**config.mk**
```make
export PLATFORM = sky130hd
export DESIGN_NAME = nib_track_writer
export DESIGN_NICKNAME = d
export VERILOG_FILES = /design/src/rtl/apple2_disk_pkg.sv /design/src/rtl/sd_ack_edge.sv /design/src/rtl/nib_track_writer.sv
export SDC_FILE = /design/constraint.sdc
export NUM_CORES = 1
export LEC_CHECK = 0
export ABC_CLOCK_PERIOD_IN_PS = 3600
export CAP_MARGIN = 15
export CORE_MARGIN = 3
export CORE_UTILIZATION = 53
export DETAILED_ROUTE_END_ITERATION = 12
export DONT_BUFFER_PORTS = 1
export GPL_TIMING_DRIVEN = 0
export PLACE_DENSITY = 0.67
export SYNTH_ARGS = -nofsm -noshare
export SYNTH_HDL_FRONTEND = slang
export SYNTH_SLANG_ARGS = --single-unit
```
**constraint.sdc**
```tcl
create_clock -name clk_sys -period 3.6 [get_ports clk_sys]
set_input_delay 0.18 -clock clk_sys [delete_from_list [all_inputs] [get_ports clk_sys]]
set_output_delay 0.18 -clock clk_sys [all_outputs]
set_load 0.02 [all_outputs]
```
**src/rtl/apple2_disk_pkg.sv**
```systemverilog
// Shared definitions for the Apple II disk track loader and writer.
package apple2_disk_pkg;

  localparam int unsigned SECTORS_PER_TRACK = 13;
  localparam int unsigned SECTOR_BYTES      = 512;
  localparam int unsigned SECTOR_ADDR_W     = $clog2(SECTOR_BYTES);
  localparam int unsigned TRACK_SEC_W       = $clog2(SECTORS_PER_TRACK);
  localparam int unsigned TRACK_ADDR_W      = TRACK_SEC_W + SECTOR_ADDR_W;

  typedef enum logic [1:0] {
    IDLE,
    WAIT_ACK,
    XFER
  } wr_state_t;

endpackage

```
**src/rtl/sd_ack_edge.sv**
```systemverilog
// Registers the hps_io sector acknowledge and reports its rising and falling edges.
module sd_ack_edge (
  input  logic clk_i,
  input  logic rst_ni,
  input  logic ack_i,
  output logic rise_o,
  output logic fall_o
);

  logic old_ack_d, old_ack_q;

  assign old_ack_d = ack_i;

  always_ff @(posedge clk_i or negedge rst_ni) begin
    if (!rst_ni) begin
      old_ack_q <= 1'b0;
    end else begin
      old_ack_q <= old_ack_d;
    end
  end

  assign rise_o = ~old_ack_q & ack_i;
  assign fall_o = old_ack_q & ~ack_i;

endmodule

```
**src/rtl/nib_track_writer.sv**
```systemverilog
// Write-back engine for the NIB track buffer: tracks modifications and streams the
// buffer to the mounted image one sector at a time through the hps_io write handshake.
module nib_track_writer
  import apple2_disk_pkg::*;
#(
  parameter int unsigned SECTORS = SECTORS_PER_TRACK,
  parameter int unsigned TRACK_W = 6,
  parameter int unsigned SEC_W   = 4
) (
  input  logic                 clk_sys,
  input  logic                 reset_n,
  input  logic [TRACK_W-1:0]   track,
  input  logic                 track_we,
  input  logic                 flush_req,
  input  logic [63:0]          img_size,
  input  logic                 img_readonly,
  input  logic                 img_mounted,
  output logic                 busy,
  output logic                 done,
  output logic                 dirty,
  output logic [31:0]          sd_lba,
  output logic                 sd_wr,
  input  logic                 sd_ack,
  input  logic [8:0]           sd_buff_addr,
  output logic [7:0]           sd_buff_din,
  output logic [SEC_W+8:0]     tram_addr,
  input  logic [7:0]           tram_dout
);

  wr_state_t          state_d, state_q;
  logic               busy_d, busy_q;
  logic               done_d, done_q;
  logic               dirty_d, dirty_q;
  logic               redirty_d, redirty_q;
  logic               sd_wr_d, sd_wr_q;
  logic [31:0]        sd_lba_d, sd_lba_q;
  logic [SEC_W-1:0]   sec_d, sec_q;
  logic               ack_rise, ack_fall;

  sd_ack_edge u_ack_edge (
    .clk_i  (clk_sys),
    .rst_ni (reset_n),
    .ack_i  (sd_ack),
    .rise_o (ack_rise),
    .fall_o (ack_fall)
  );

  always_comb begin
    state_d   = state_q;
    busy_d    = busy_q;
    done_d    = 1'b0;
    dirty_d   = dirty_q;
    redirty_d = redirty_q;
    sd_wr_d   = sd_wr_q;
    sd_lba_d  = sd_lba_q;
    sec_d     = sec_q;

    // Writes landing mid-flush must survive the flush completing.
    if (track_we) begin
      if (busy_q) redirty_d = 1'b1;
      else        dirty_d   = 1'b1;
    end

    if (img_mounted) begin
      state_d   = IDLE;
      busy_d    = 1'b0;
      sd_wr_d   = 1'b0;
      dirty_d   = 1'b0;
      redirty_d = 1'b0;
    end else begin
      unique case (state_q)
        IDLE: begin
          if (flush_req) begin
            if (!(dirty_q || track_we) || (img_size == 64'd0) || img_readonly) begin
              dirty_d = 1'b0;
              done_d  = 1'b1;
            end else begin
              sd_lba_d = 32'(track) * SECTORS;
              sec_d    = '0;
              sd_wr_d  = 1'b1;
              busy_d   = 1'b1;
              state_d  = WAIT_ACK;
            end
          end
        end
        WAIT_ACK: begin
          if (ack_rise) begin
            sd_wr_d = 1'b0;
            state_d = XFER;
          end
        end
        XFER: begin
          if (ack_fall) begin
            if (sec_q == SEC_W'(SECTORS - 1)) begin
              dirty_d   = redirty_q | track_we;
              redirty_d = 1'b0;
              busy_d    = 1'b0;
              done_d    = 1'b1;
              state_d   = IDLE;
            end else begin
              sec_d    = sec_q + 1'b1;
              sd_lba_d = sd_lba_q + 32'd1;
              sd_wr_d  = 1'b1;
              state_d  = WAIT_ACK;
            end
          end
        end
        default: state_d = IDLE;
      endcase
    end
  end

  always_ff @(posedge clk_sys or negedge reset_n) begin
    if (!reset_n) begin
      state_q   <= IDLE;
      busy_q    <= 1'b0;
      done_q    <= 1'b0;
      dirty_q   <= 1'b0;
      redirty_q <= 1'b0;
      sd_wr_q   <= 1'b0;
      sd_lba_q  <= 32'd0;
      sec_q     <= '0;
    end else begin
      state_q   <= state_d;
      busy_q    <= busy_d;
      done_q    <= done_d;
      dirty_q   <= dirty_d;
      redirty_q <= redirty_d;
      sd_wr_q   <= sd_wr_d;
      sd_lba_q  <= sd_lba_d;
      sec_q     <= sec_d;
    end
  end

  assign busy        = busy_q;
  assign done        = done_q;
  assign dirty       = dirty_q;
  assign sd_wr       = sd_wr_q;
  assign sd_lba      = sd_lba_q;
  assign sd_buff_din = tram_dout;
  assign tram_addr   = {sec_q, sd_buff_addr};

endmodule

```
---- Word-level counts from Yosys, hierarchy flattened ----
Cells that the tools add are included.
storage, ports and cells
  register bits ........................... 44
  latch bits .............................. 0
  bits in writable memories ............... 0
  memory bits (read-only) ................. 0
  word-level logic and storage cells ...... 92
  memories kept ........................... 0
cells by class
  add/subtract/negate cells ............... 2
  multiply operators ...................... 1
  divide/modulo/power cells ............... 0
  order comparisons ....................... 0
  equal/unequal tests ..................... 13
  shifts and indexed selects .............. 0
  muxes and demuxes ....................... 48
  bitwise operators ....................... 6
  reductions and logical operators ........ 13
operators by type and width
  cell                   count
  $mux 32                4
  $logic_not 64->1       1
  $pmux 32 s2            1
  $add 32x1->32 const B  1
  $mux 1                 28
  $ne 3x3->1 const B     6
  $mux 4                 4
  $reduce_and 6->1       2
  $mul 6x4->10 const B   1
  $mux 2                 5
  $ne 2x2->1 const B     4
  $pmux 4 s2             1
  $pmux 1 s2             3
  $pmux 2 s3             1
  $reduce_and 5->1       1
  $add 4x1->4 const B    1
  $eq 4x4->1 const B     1
  $reduce_and 4->1       1
  $reduce_bool 4->1      1
  $logic_or 1x1->1       3
  $not 1->1              3
  $pmux 1 s3             1
  $reduce_bool 3->1      1
  $and 1x1->1            2
  6 further kinds        6

---- Longest topological paths before layout ----
Gate-level depths: netlist of the first run.
  depth in word-level cells ............... 8
  gate-level depth with buffers ........... 11
  gate-level depth less buffers ........... 11

---- Cells and area by module ----
From an unflattened synthesis of the first run, not the netlist that was laid out.
second synthesis, totals
  cell total of the unflattened synthesis .. 412
  area total of the unflattened synthesis .. 3,555.9 um^2
modules (own cells, without submodules)
  module            times used  cells each  area an instance (um^2)
  nib_track_writer  1           409         3,515.9
  sd_ack_edge       1           3           40.0

---- Least setup slack after synthesis of the first run ----
OpenSTA, ideal clock, no wires.
  path type ............................... flip-flop to flip-flop
  start point ............................. register sec_q[0]
  end point ............................... register sd_lba_q[27] (netlist: sd_lba[27])
  arrival ................................. 2.367 ns
  setup slack ............................. 1.156 ns
  stages on the path, launching flop included .. 10
  path buffers ............................ 1
  clock period less this slack ............ 2.444 ns
  path through ............................ dfrtp_1 > inv_1 > ha_1 > nand3_1 > a22oi_1 > or4_4 > o21a_1 > buf_2 > or4_1 > a21oi_1
between the ends
  longest elaborated chain between the ends .. 3
RTL lines
  what                               RTL line                 text
  start: declaration                 nib_track_writer.sv:37   logic [SEC_W-1:0] sec_d, sec_q;
  start signal: assignment           nib_track_writer.sv:122  sec_q <= '0;
  start signal: assignment           nib_track_writer.sv:131  sec_q <= sec_d;
  $eq 4x4->1                         nib_track_writer.sv:94   if (sec_q == SEC_W'(SECTORS - 1)) begin
  $ne 2x2->1 (no source line)        --
  $reduce_and 6->1 (no source line)  --
  end signal: assignment             nib_track_writer.sv:130  sd_lba_q <= sd_lba_d;
  end: declaration                   nib_track_writer.sv:36   logic [31:0] sd_lba_d, sd_lba_q;
No other way between the ends.
A chain may end at the register's enable or synchronous reset.

---- Final worst setup path of the first run ----
  start point ............................. register state_q[0]
  end point ............................... register sd_lba_q[19] (netlist: sd_lba[19])
between the ends
  longest elaborated chain between the ends .. 3
  elaborated cells on any way between the ends .. 9
RTL lines
  what                                                              RTL line                 text
  start: declaration                                                nib_track_writer.sv:30   wr_state_t state_d, state_q;
  start signal: assignment                                          nib_track_writer.sv:124  state_q <= state_d;
  $eq 2x2->1 or $logic_not 2->1 (tied branches)                     nib_track_writer.sv:71   unique case (state_q)
  $ne 2x2->1 (no source line) or $reduce_bool 2->1 (tied branches)  --
  $reduce_and 6->1 (no source line)                                 --
Several ways; a longest one is shown, not always the timed one.

==> metrics.yaml, run 1 <==
status: "complete, no violations"
regToRegSetupSlack_ns: 0.72
synth_cell_types: 52
crit_path_end_kind: "flop"
worstPathMaxFanout: 10
cts_resized: 0
required_ns: 3.79
power.density_nw_per_um2: 466
yosysSeqAreaShare: 0.323
die_area_um2: 7430
coreArea_um2: 6060
dpl.cell_count: 480
post_cts_buffers: 0
gr-total-overflow: 0
postSynthAreaPerCell_um2: 8.42
clock-root-buffer: "clkbuf_8"
ctsHoldBuffers: 3
period_needed_ns: 2.88
syn_inst: 405
track_usage: 0.249
clock.fmax_ghz: 0.348
grt_pass1_wl_mm: 14.6
r2r_start: "state_q[0]$_DFFE_PN0P_"
io_buffers: 0
antenna_found_initial: 0
cts_max_path_buffers: 2
synth-seq-cells: 44
synth_edf_count: 0
rows: 28
dpl_worst_slack_ns: 0.459
utilization: 0.601
diodes: 0
yosys_most_used_dff: "dfrtp_1"
cts-htree-levels: 2
dp_hpwl_mm: 7.21
cts_sinks: 44
final.setup.worst_slack_ns: 0.723
nFillCells: 559
vias: 3134
cp.arrival_ns: 3.06
yosysWarnings: 0
cts_tree: "built"
rsz0062_at_grt: "no"
report.final.hold_viol_count: 0
final.setup_skew_ns: 0.0116
clk_pin_slew_worst_paths_ns: 0.09
slew_violations: 0
power.leakage_nw: 1.53
synthArstFlopShare: 1.00
post_drt_wl_per_cell_um: 18.8
critPathLaunchType: "flop"
timing.final.crit_share: 0.799
grt_max_degree: 45
worstHoldPathCells: 2
die_w_um: 86.2
viasPerCell: 6.38
insertion_delay_ns: 0.30
tightest_slew_ns: 0.569
cts_buffers: 5
initial_core_util: 0.563
drtPass1Iterations: 4
finalNonFillerCells: 491
drc: 0
rr_endpoint: "sd_lba[19]$_DFFE_PN0P_"
drt_iter0_drc: 101
drtAntennaViolNets: 0
fin_nets: 537
final_area_um2: 3640
min_path_type: "input pin to flop"
ios: 151
gp_congestion: 0.897
reg2regPathDepth: 9
finalSetupViolations: 0
die_y_um: 86.2
worstHoldStart: "flush_req"
worst-setup-path-type: "flop to flop"
dpl_cell_area_um2: 3500
fin_tns_setup_ns: 0
slew_headroom: 0.621
drive_above_1_share: 0.111
synth_area_um2: 3410
peakVddDrop_uv: 348
max_cap_violations: 0
first_global_vias: 3044
hold_path_end: "done$_DFF_PN0_"
area_growth_pct: 6.75
drt_wl_total_mm: 9.25
syn-num-nets: 526
==> cell usage in the layout (no fill, tap or decap), types with 4 or more instances in the layout <==
cell type	n
a211o_1	4
a21oi_1	25
a22o_1	4
a31oi_1	4
and2_1	5
buf_2	7
buf_4	18
clkbuf_1	8
clkbuf_8	5
dfrtp_1	44
ha_1	24
inv_1	27
mux2i_1	6
nand2_1	31
nand2b_1	8
nand3_1	20
nand4_1	11
nor2_1	25
nor2b_1	4
nor3_1	6
nor4_1	19
o21ai_0	22
o31ai_1	13
or2_2	6
or3_1	4
or4_1	14
==> critical path, cell delays in order (launching register included) <==
cell      delay, ns
dfrtp_1        0.41
inv_1          0.09
ha_1           0.24
inv_1          0.24
a22oi_1        0.15
or4_4          0.44
o21ai_1        0.37
clkbuf_1       0.50
mux2i_1        0.24
nand2_1        0.07
==> state kept, by name (all words and copies together), names as in the netlist <==
signal / cells
dirty: 1
sec_q: 4
sd_wr: 1
redirty_q: 1
u_ack_edge.old_ack_q: 1
sd_lba: 32
busy: 1
state_q: 2
done: 1
==> area by class of cell <==
| class | instances | area (um^2) | share of cell area |
|---|---|---|---|
| plain buffers | 33 | 200 | 0.0550 |
| clock buffers | 5 | 68.8 | 0.0189 |
| clock inverters | 2 | 12.5 | 0.00344 |
| inverters | 27 | 101 | 0.0278 |
| multi-input cells | 301 | 2010 | 0.552 |
| flip-flops and latches | 44 | 1100 | 0.302 |
| well taps | 75 | 93.8 | 0.0258 |
| repair buffers | 4 | 55.1 | 0.0151 |
==> power breakdown <==
part / internal [mW] / switching [mW]
Sequential: 0.571 / 0.201
Clock: 0.132 / 0.174
Combinational: 0.239 / 0.381
==> routing by layer <==
| layer | up-vias | share of wire | GRT usage |
|---|---|---|---|
| met5 | - | 0 | 0 |
| met3 | 16 | 0.069 | 0.0456 |
| met2 | 128 | 0.51 | 0.453 |
| li1 | 1510 | - | - |
| met1 | 1480 | 0.41 | 0.294 |
| met4 | 0 | 0.018 | 0.0807 |
==> synthesized netlist by cell type, drive strengths merged, types with 2 or more instances <==
cell	number	share of area
o22ai	2	0.0037
a21oi	25	0.037
ha	24	0.088
nand3b	3	0.0066
nand4	11	0.020
a31oi	4	0.0073
a22o	4	0.010
o211ai	3	0.0066
nand2	31	0.034
or3	4	0.0073
or2	6	0.011
nor3	8	0.015
mux2	2	0.0066
nand2b	8	0.015
inv	27	0.030
nor2b	4	0.0073
nand3	20	0.029
mux2i	6	0.018
nor2	25	0.028
a22oi	2	0.0044
o31ai	13	0.029
buf	25	0.050
a21o	3	0.0066
o21bai	2	0.0044
fa	3	0.018
or4	15	0.034
and4	3	0.0077
clkbuf	8	0.0088
a211o	4	0.010
a221o	3	0.0088
nor4	20	0.039
and3	3	0.0055
dfrtp	44	0.32
and2	6	0.011
o21ai	23	0.034
==> through the flow <==
stage                     hold slack, ns  total power [mW]
after floorplan                   -0.116              1.22
after global placement            -0.114              1.37
after detailed placement          -0.114              1.38
after CTS                         0.0713              1.71
after global routing              0.0717              1.83
final                             0.0762              1.70
==> worst max path at each step <==
| stage | depth (start not counted) | endpoint | slack [ns] | startpoint |
|---|---|---|---|---|
| 3_5_place_dp | 8 | sd_lba[8]$_DFFE_PN0P_ | 0.46 | state_q[0]$_DFFE_PN0P_ |
| 5_1_grt | 9 | sd_lba[5]$_DFFE_PN0P_ | 0.58 | state_q[0]$_DFFE_PN0P_ |
| 2_1_floorplan | 9 | sd_lba[27]$_DFFE_PN0P_ | 1.16 | sec_q[0]$_DFFE_PN0P_ |
| 6_report | 9 | sd_lba[19]$_DFFE_PN0P_ | 0.72 | state_q[0]$_DFFE_PN0P_ |
| 3_3_place_gp | 8 | sd_lba[8]$_DFFE_PN0P_ | 0.46 | state_q[0]$_DFFE_PN0P_ |
| 4_1_cts | 8 | sd_lba[8]$_DFFE_PN0P_ | 0.44 | state_q[0]$_DFFE_PN0P_ |
==> kinds of logic after synthesis <==
kind of cell	share of synthesized area
muxes	0.0242
and+or+nand+nor	0.275
adders and majority gates	0.106
DFF	0.323
AOI/OAI and AO/OA	0.179
xor gates and xnor gates	0.00514
buffers and inverters	0.0884
Note: power is estimated with default switching activity, not from simulation.
==> run 2, diff against run 1 <==
- ABC_AREA: default -> 1
- ABC_CLOCK_PERIOD_IN_PS: 3600 -> 2550
- PLACE_DENSITY: 0.67 -> 0.7
- clock period: 3.6 -> 2.55 ns (I/O delays scaled with it)
==> run 2 against run 1 <==
Compared with the run above:
- maximum frequency rose by 26%
- flip-flop and latch count unchanged
- synthesized cell count up 42%
- area after synthesis up 11%
- first-iteration DRC count up 48%
- routed wire length grew 6.2%
- global-route usage down 1.0 points
- power is 45% higher
- sequential share of layout area down 3.1 points
- die area grew 11%
- utilization shrank 0.95 points
- largest cell class unchanged
==> metrics.yaml, run 2 <==
yosys_most_used_dff: "dfrtp_1"
combPwrFrac: 0.370
coreArea_um2: 6870
worst-setup-path-type: "flop to flop"
yosysWarnings: 0
cts_buffers: 5
cts-htree-levels: 2
timing.final.crit_share: 0.896
clock.fmax_ghz: 0.437
rows: 30
worstHoldPathCells: 3
worstPathMaxFanout: 10
r2r_start: "sec_q[0]$_DFFE_PN0P_"
syn-num-nets: 698
power.leakage_nw: 1.85
vias: 3545
seqPwrFrac: 0.457
diodes: 0
required_ns: 2.71
fin_nets: 709
synthArstFlopShare: 1.00
fin_tns_setup_ns: 0
min_path_type: "input pin to flop"
cts_tree: "built"
critPathLaunchType: "flop"
final.setup_skew_ns: 0.00859
drt_iter0_drc: 149
hold_path_end: "sd_wr$_DFFE_PN0P_"
max_stage_delay_ns: 0.53
drtAntennaViolNets: 0
worstHoldStart: "img_mounted"
p_switching_mw: 1.12
switching_share: 0.457
cts_sinks: 44
die_y_um: 90.7
p_clk_frac: 0.173
grt_max_degree: 45
max_cap_violations: 0
period_needed_ns: 2.29
area_growth_pct: 6.81
slew_headroom: 0.658
synth_edf_count: 0
regToRegSetupSlack_ns: 0.26
first_global_vias: 3433
crit_chain: "inv_1, ha_1, and3_1, nand2_1, nand2_1, nor2_2, nand2_4, inv_2, clkbuf_1, o21ai_0"
synth_area_um2: 3800
report.final.hold_viol_count: 0
gp_congestion: 0.911
grt_pass1_wl_mm: 16.4
insertion_delay_ns: 0.29
die_w_um: 90.7
netlist.area_leader.share: 0.290
antenna_found_initial: 0
cp_slowest_cell: "dfrtp_1"
drtPass1Iterations: 4
tightest_slew_ns: 0.512
synth_top_area_cell: "dfrtp_1"
dp_hpwl_mm: 8.11
clk_pin_slew_worst_paths_ns: 0.09
critPathMostFrequentCell: "nand2_1"
rr_endpoint: "sd_lba[27]$_DFFE_PN0P_"
utilization: 0.591
cp.arrival_ns: 2.44
final_common_cell: "nand2_1"
post_drt_wl_per_cell_um: 14.4
rsz0062_at_grt: "no"
postSynthAreaPerCell_um2: 6.59
netlist_top_cells_area: "dfrtp_1 (29%), nand2_1 (18%), nor2_1 (11%), ha_1 (7.9%), inv_1 (5.2%)"
largest_reg_flops: 32
viasPerCell: 5.18
drc: 0
synth-seq-cells: 44
clock-root-buffer: "clkbuf_8"
cts_max_path_buffers: 2
io_buffers: 0
ios: 151
drt_wl_total_mm: 9.83
slew_violations: 0
syn_inst: 577
internal_power_mw: 1.34
gr-total-overflow: 0
power.density_nw_per_um2: 606
finalSetupViolations: 0
crit_path_end_kind: "flop"
synth_cell_types: 32
die_area_um2: 8230
final_cell_mix: "nand2_1 (180), nor2_1 (111), inv_1 (53)"
drive_above_1_share: 0.0833
peakVddDrop_uv: 480
yosysMostFrequentCell: "nand2_1"
track_usage: 0.239
initial_core_util: 0.554
yosysSeqAreaShare: 0.290
yosys-top-cells-count: "nand2_1 (180), nor2_1 (111), inv_1 (53)"
status: "complete, no violations"
reg2regPathDepth: 10
## run 2: stage by stage
step	setup slack (ns)	power, mW	hold WS (ns)	std cells	cell area (um^2)
6_report	0.264	2.46	0.0123	684	4060
5_1_grt	0.106	2.68	0.0104	684	4060
4_1_cts	0.263	2.48	0.00773	684	4060
3_5_place_dp	0.217	2.02	-0.167	673	3920
3_3_place_gp	0.252	2.00	-0.167	673	3920
2_1_floorplan	0.380	1.81	-0.168	577	3800
## run 2: kinds of logic after synthesis
group / share of synthesized area
flops: 0.290
buf+inv: 0.110
compound gates: 0.0806
xor+xnor: 0.0622
simple gates: 0.363
fa+ha+maj: 0.0948
## run 2: routing by layer
metal	wire, um	global-route usage
met2	4580	0.393
met4	25	0.0281
met1	4500	0.336
met3	730	0.0442
met5	0	0
## run 2: power by group through the flow
stage          logic, mW  registers [mW]  clock network, mW
4_1_cts            0.911            1.13              0.442
3_3_place_gp       0.861            1.14                  0
2_1_floorplan      0.722            1.08                  0
6_report           0.910            1.12              0.427
3_5_place_dp       0.884            1.14                  0
5_1_grt             1.05            1.15              0.473
## run 2: worst max-delay path by stage
| stage | start | endpoint | slack (ns) |
|---|---|---|---|
| CTS | sec_q[0]$_DFFE_PN0P_ | sd_lba[27]$_DFFE_PN0P_ | 0.26 |
| finish | sec_q[0]$_DFFE_PN0P_ | sd_lba[27]$_DFFE_PN0P_ | 0.26 |
| floorplan | track[2] | sd_lba[8]$_DFFE_PN0P_ | 0.38 |
| global placement | track[2] | sd_lba[8]$_DFFE_PN0P_ | 0.25 |
| detailed placement | track[2] | sd_lba[8]$_DFFE_PN0P_ | 0.22 |
| global route | sec_q[0]$_DFFE_PN0P_ | sd_lba[17]$_DFFE_PN0P_ | 0.11 |
## run 2: area by class of cell
cell class	instances	area (um^2)
sequential	44	1100
multi-input combinational	448	2280
tap	96	120
inverter	56	210
clock inverter	2	12.5
fill	678	2810
timing repair buffer	4	57.6
clock buffer	5	68.8
buffer	29	209
## run 2: repair_timing
action | in CTS | in global routing
buffers inserted | 0 | 0
hold endpoints to repair | 46 | 0
hold buffers | 4 | 0
gates resized for setup | 0 | 0
## run 2: critical path, delay by kind of cell (launching register included)
kind / cells / cell delay [ns]
AND/OR/NAND/NOR: 5 / 0.70
buffers and inverters: 3 / 0.55
flip-flops: 1 / 0.53
adder cells (fa/ha/maj): 1 / 0.22
AO/OA/AOI/OAI: 1 / 0.15
==> run 3, diff against run 2 <==
- PLACE_DENSITY: 0.7 -> default
- PLACE_DENSITY_LB_ADDON: default -> 0.08
==> run 3 against run 2 <==
Compared with the run above:
- non-clock buffer count stayed put
- setup slack better by 0.052 ns
- critical path type unchanged
- count of clock-buffer cells in the layout stayed put
- critical endpoint unchanged
- via count is 0.45% higher
- critical path depth stayed put
- sequential share of layout area stayed put
- die area stayed put
- final cell count stayed put
==> metrics.yaml, run 3 (synthesized netlist as in run 2, its figures left out) <==
status: "complete, no violations"
fin_nets: 709
r2r_start: "sec_q[0]$_DFFE_PN0P_"
final_common_cell: "nand2_1"
die_y_um: 90.7
rows: 30
routed.top_layer: "met4"
antenna_found_initial: 0
die_w_um: 90.7
final.setup_skew_ns: 0.00458
wl_met3_um: 704
io_buffers: 0
largest_reg_flops: 32
insertion_delay_ns: 0.30
clock-root-buffer: "clkbuf_8"
cts_buffers: 5
worstPathMaxFanout: 10
required_ns: 2.72
drtAntennaViolNets: 0
first_global_vias: 3453
report.final.hold_viol_count: 0
cts_tree: "built"
period_needed_ns: 2.23
ios: 151
clock.fmax_ghz: 0.448
worstHoldStart: "track_we"
dp_hpwl_mm: 8.07
rsz0062_at_grt: "no"
final_area_um2: 4060
fin_tns_setup_ns: 0
whs_ns: 0.0205
ctsHoldBuffers: 4
drive_above_1_share: 0.0833
max_cap_violations: 0
min_path_type: "input pin to flop"
slew_headroom: 0.667
initial_core_util: 0.554
diodes: 0
gp_congestion: 0.926
post_cts_buffers: 0
gr-total-overflow: 0
grt_max_degree: 45
dpl_worst_slack_ns: 0.192
cp.arrival_ns: 2.40
drc: 0
drtPass1Iterations: 4
utilization: 0.591
crit_path_end_kind: "flop"
slew_violations: 0
clk_pin_slew_worst_paths_ns: 0.08
wl_met2_mm: 4.44
final_cell_mix: "nand2_1 (180), nor2_1 (111), inv_1 (53)"
cts_resized: 0
vias: 3561
critPathLaunchType: "flop"
dpl_cell_area_um2: 3920
coreArea_um2: 6870
tightest_slew_ns: 0.499
finalSetupViolations: 0
timing.final.crit_share: 0.876
drt_iter0_drc: 216
grt_pass1_wl_mm: 16.6
viasPerCell: 5.21
post_drt_wl_per_cell_um: 14.4
worst-setup-path-type: "flop to flop"
area_growth_pct: 6.81
track_usage: 0.244
drt_wl_total_mm: 9.84
final.setup.worst_slack_ns: 0.316
cp-startpoint: "sec_q[0]$_DFFE_PN0P_"
cts-htree-levels: 2
cts_sinks: 44
power.leakage_nw: 1.85
die_area_um2: 8230
wl_met1_mm: 4.59
cts_max_path_buffers: 2
peakVddDrop_uv: 628
power.density_nw_per_um2: 606
==> run 3: cell counts in the layout (fill, tap and decap cells not counted) <==
No cell type changed its count.
==> run 3: final timing paths <==
path                                     endpoint  depth (start not counted)  slack, ns
max                        sd_lba[27]$_DFFE_PN0P_                         10       0.32
min                           redirty_q$_DFF_PN0_                          2       0.02
max reg2reg                sd_lba[27]$_DFFE_PN0P_                         10       0.32
min reg2reg                   redirty_q$_DFF_PN0_                          2       0.59
max in group asynchronous  sd_lba[30]$_DFFE_PN0P_                          2       2.01
min in group asynchronous         dirty$_DFF_PN0_                          2       0.34
==> run 3: area by class of cell <==
type / instances / area [um^2]
Multi-Input combinational cell: 448 / 2280
Fill cell: 707 / 2810
Tap cell: 96 / 120
Clock inverter: 2 / 12.5
Inverter: 56 / 210
Buffer: 29 / 209
Timing Repair Buffer: 4 / 57.6
Sequential cell: 44 / 1100
Clock buffer: 5 / 68.8
==> run 3: critical path: stages, from the launching register on <==
cell and delay (ns):
dfrtp_1 0.53, inv_1 0.12, ha_1 0.21, and3_1 0.22
nand2_1 0.13, nand2_1 0.08, nor2_2 0.15, nand2_4 0.11
inv_2 0.09, clkbuf_1 0.32, o21ai_0 0.14
==> run 3: report_power, final <==
group	internal, mW	switching [mW]
Combinational	0.335	0.577
Clock	0.186	0.240
Sequential	0.816	0.309
==> run 3: metrics by stage <==
step | cells | total power, mW
finish | 684 | 2.46
global route | 684 | 2.67
CTS | 684 | 2.48
detailed placement | 673 | 2.03
global placement | 673 | 2.00
floorplan | 577 | 1.81
==> run 3: layer usage <==
metal / up-vias / global-route usage
met1: 1610 / 0.353
met5: - / 0
met2: 125 / 0.380
met4: 0 / 0.0472
met3: 11 / 0.0467
li1: 1815 / -
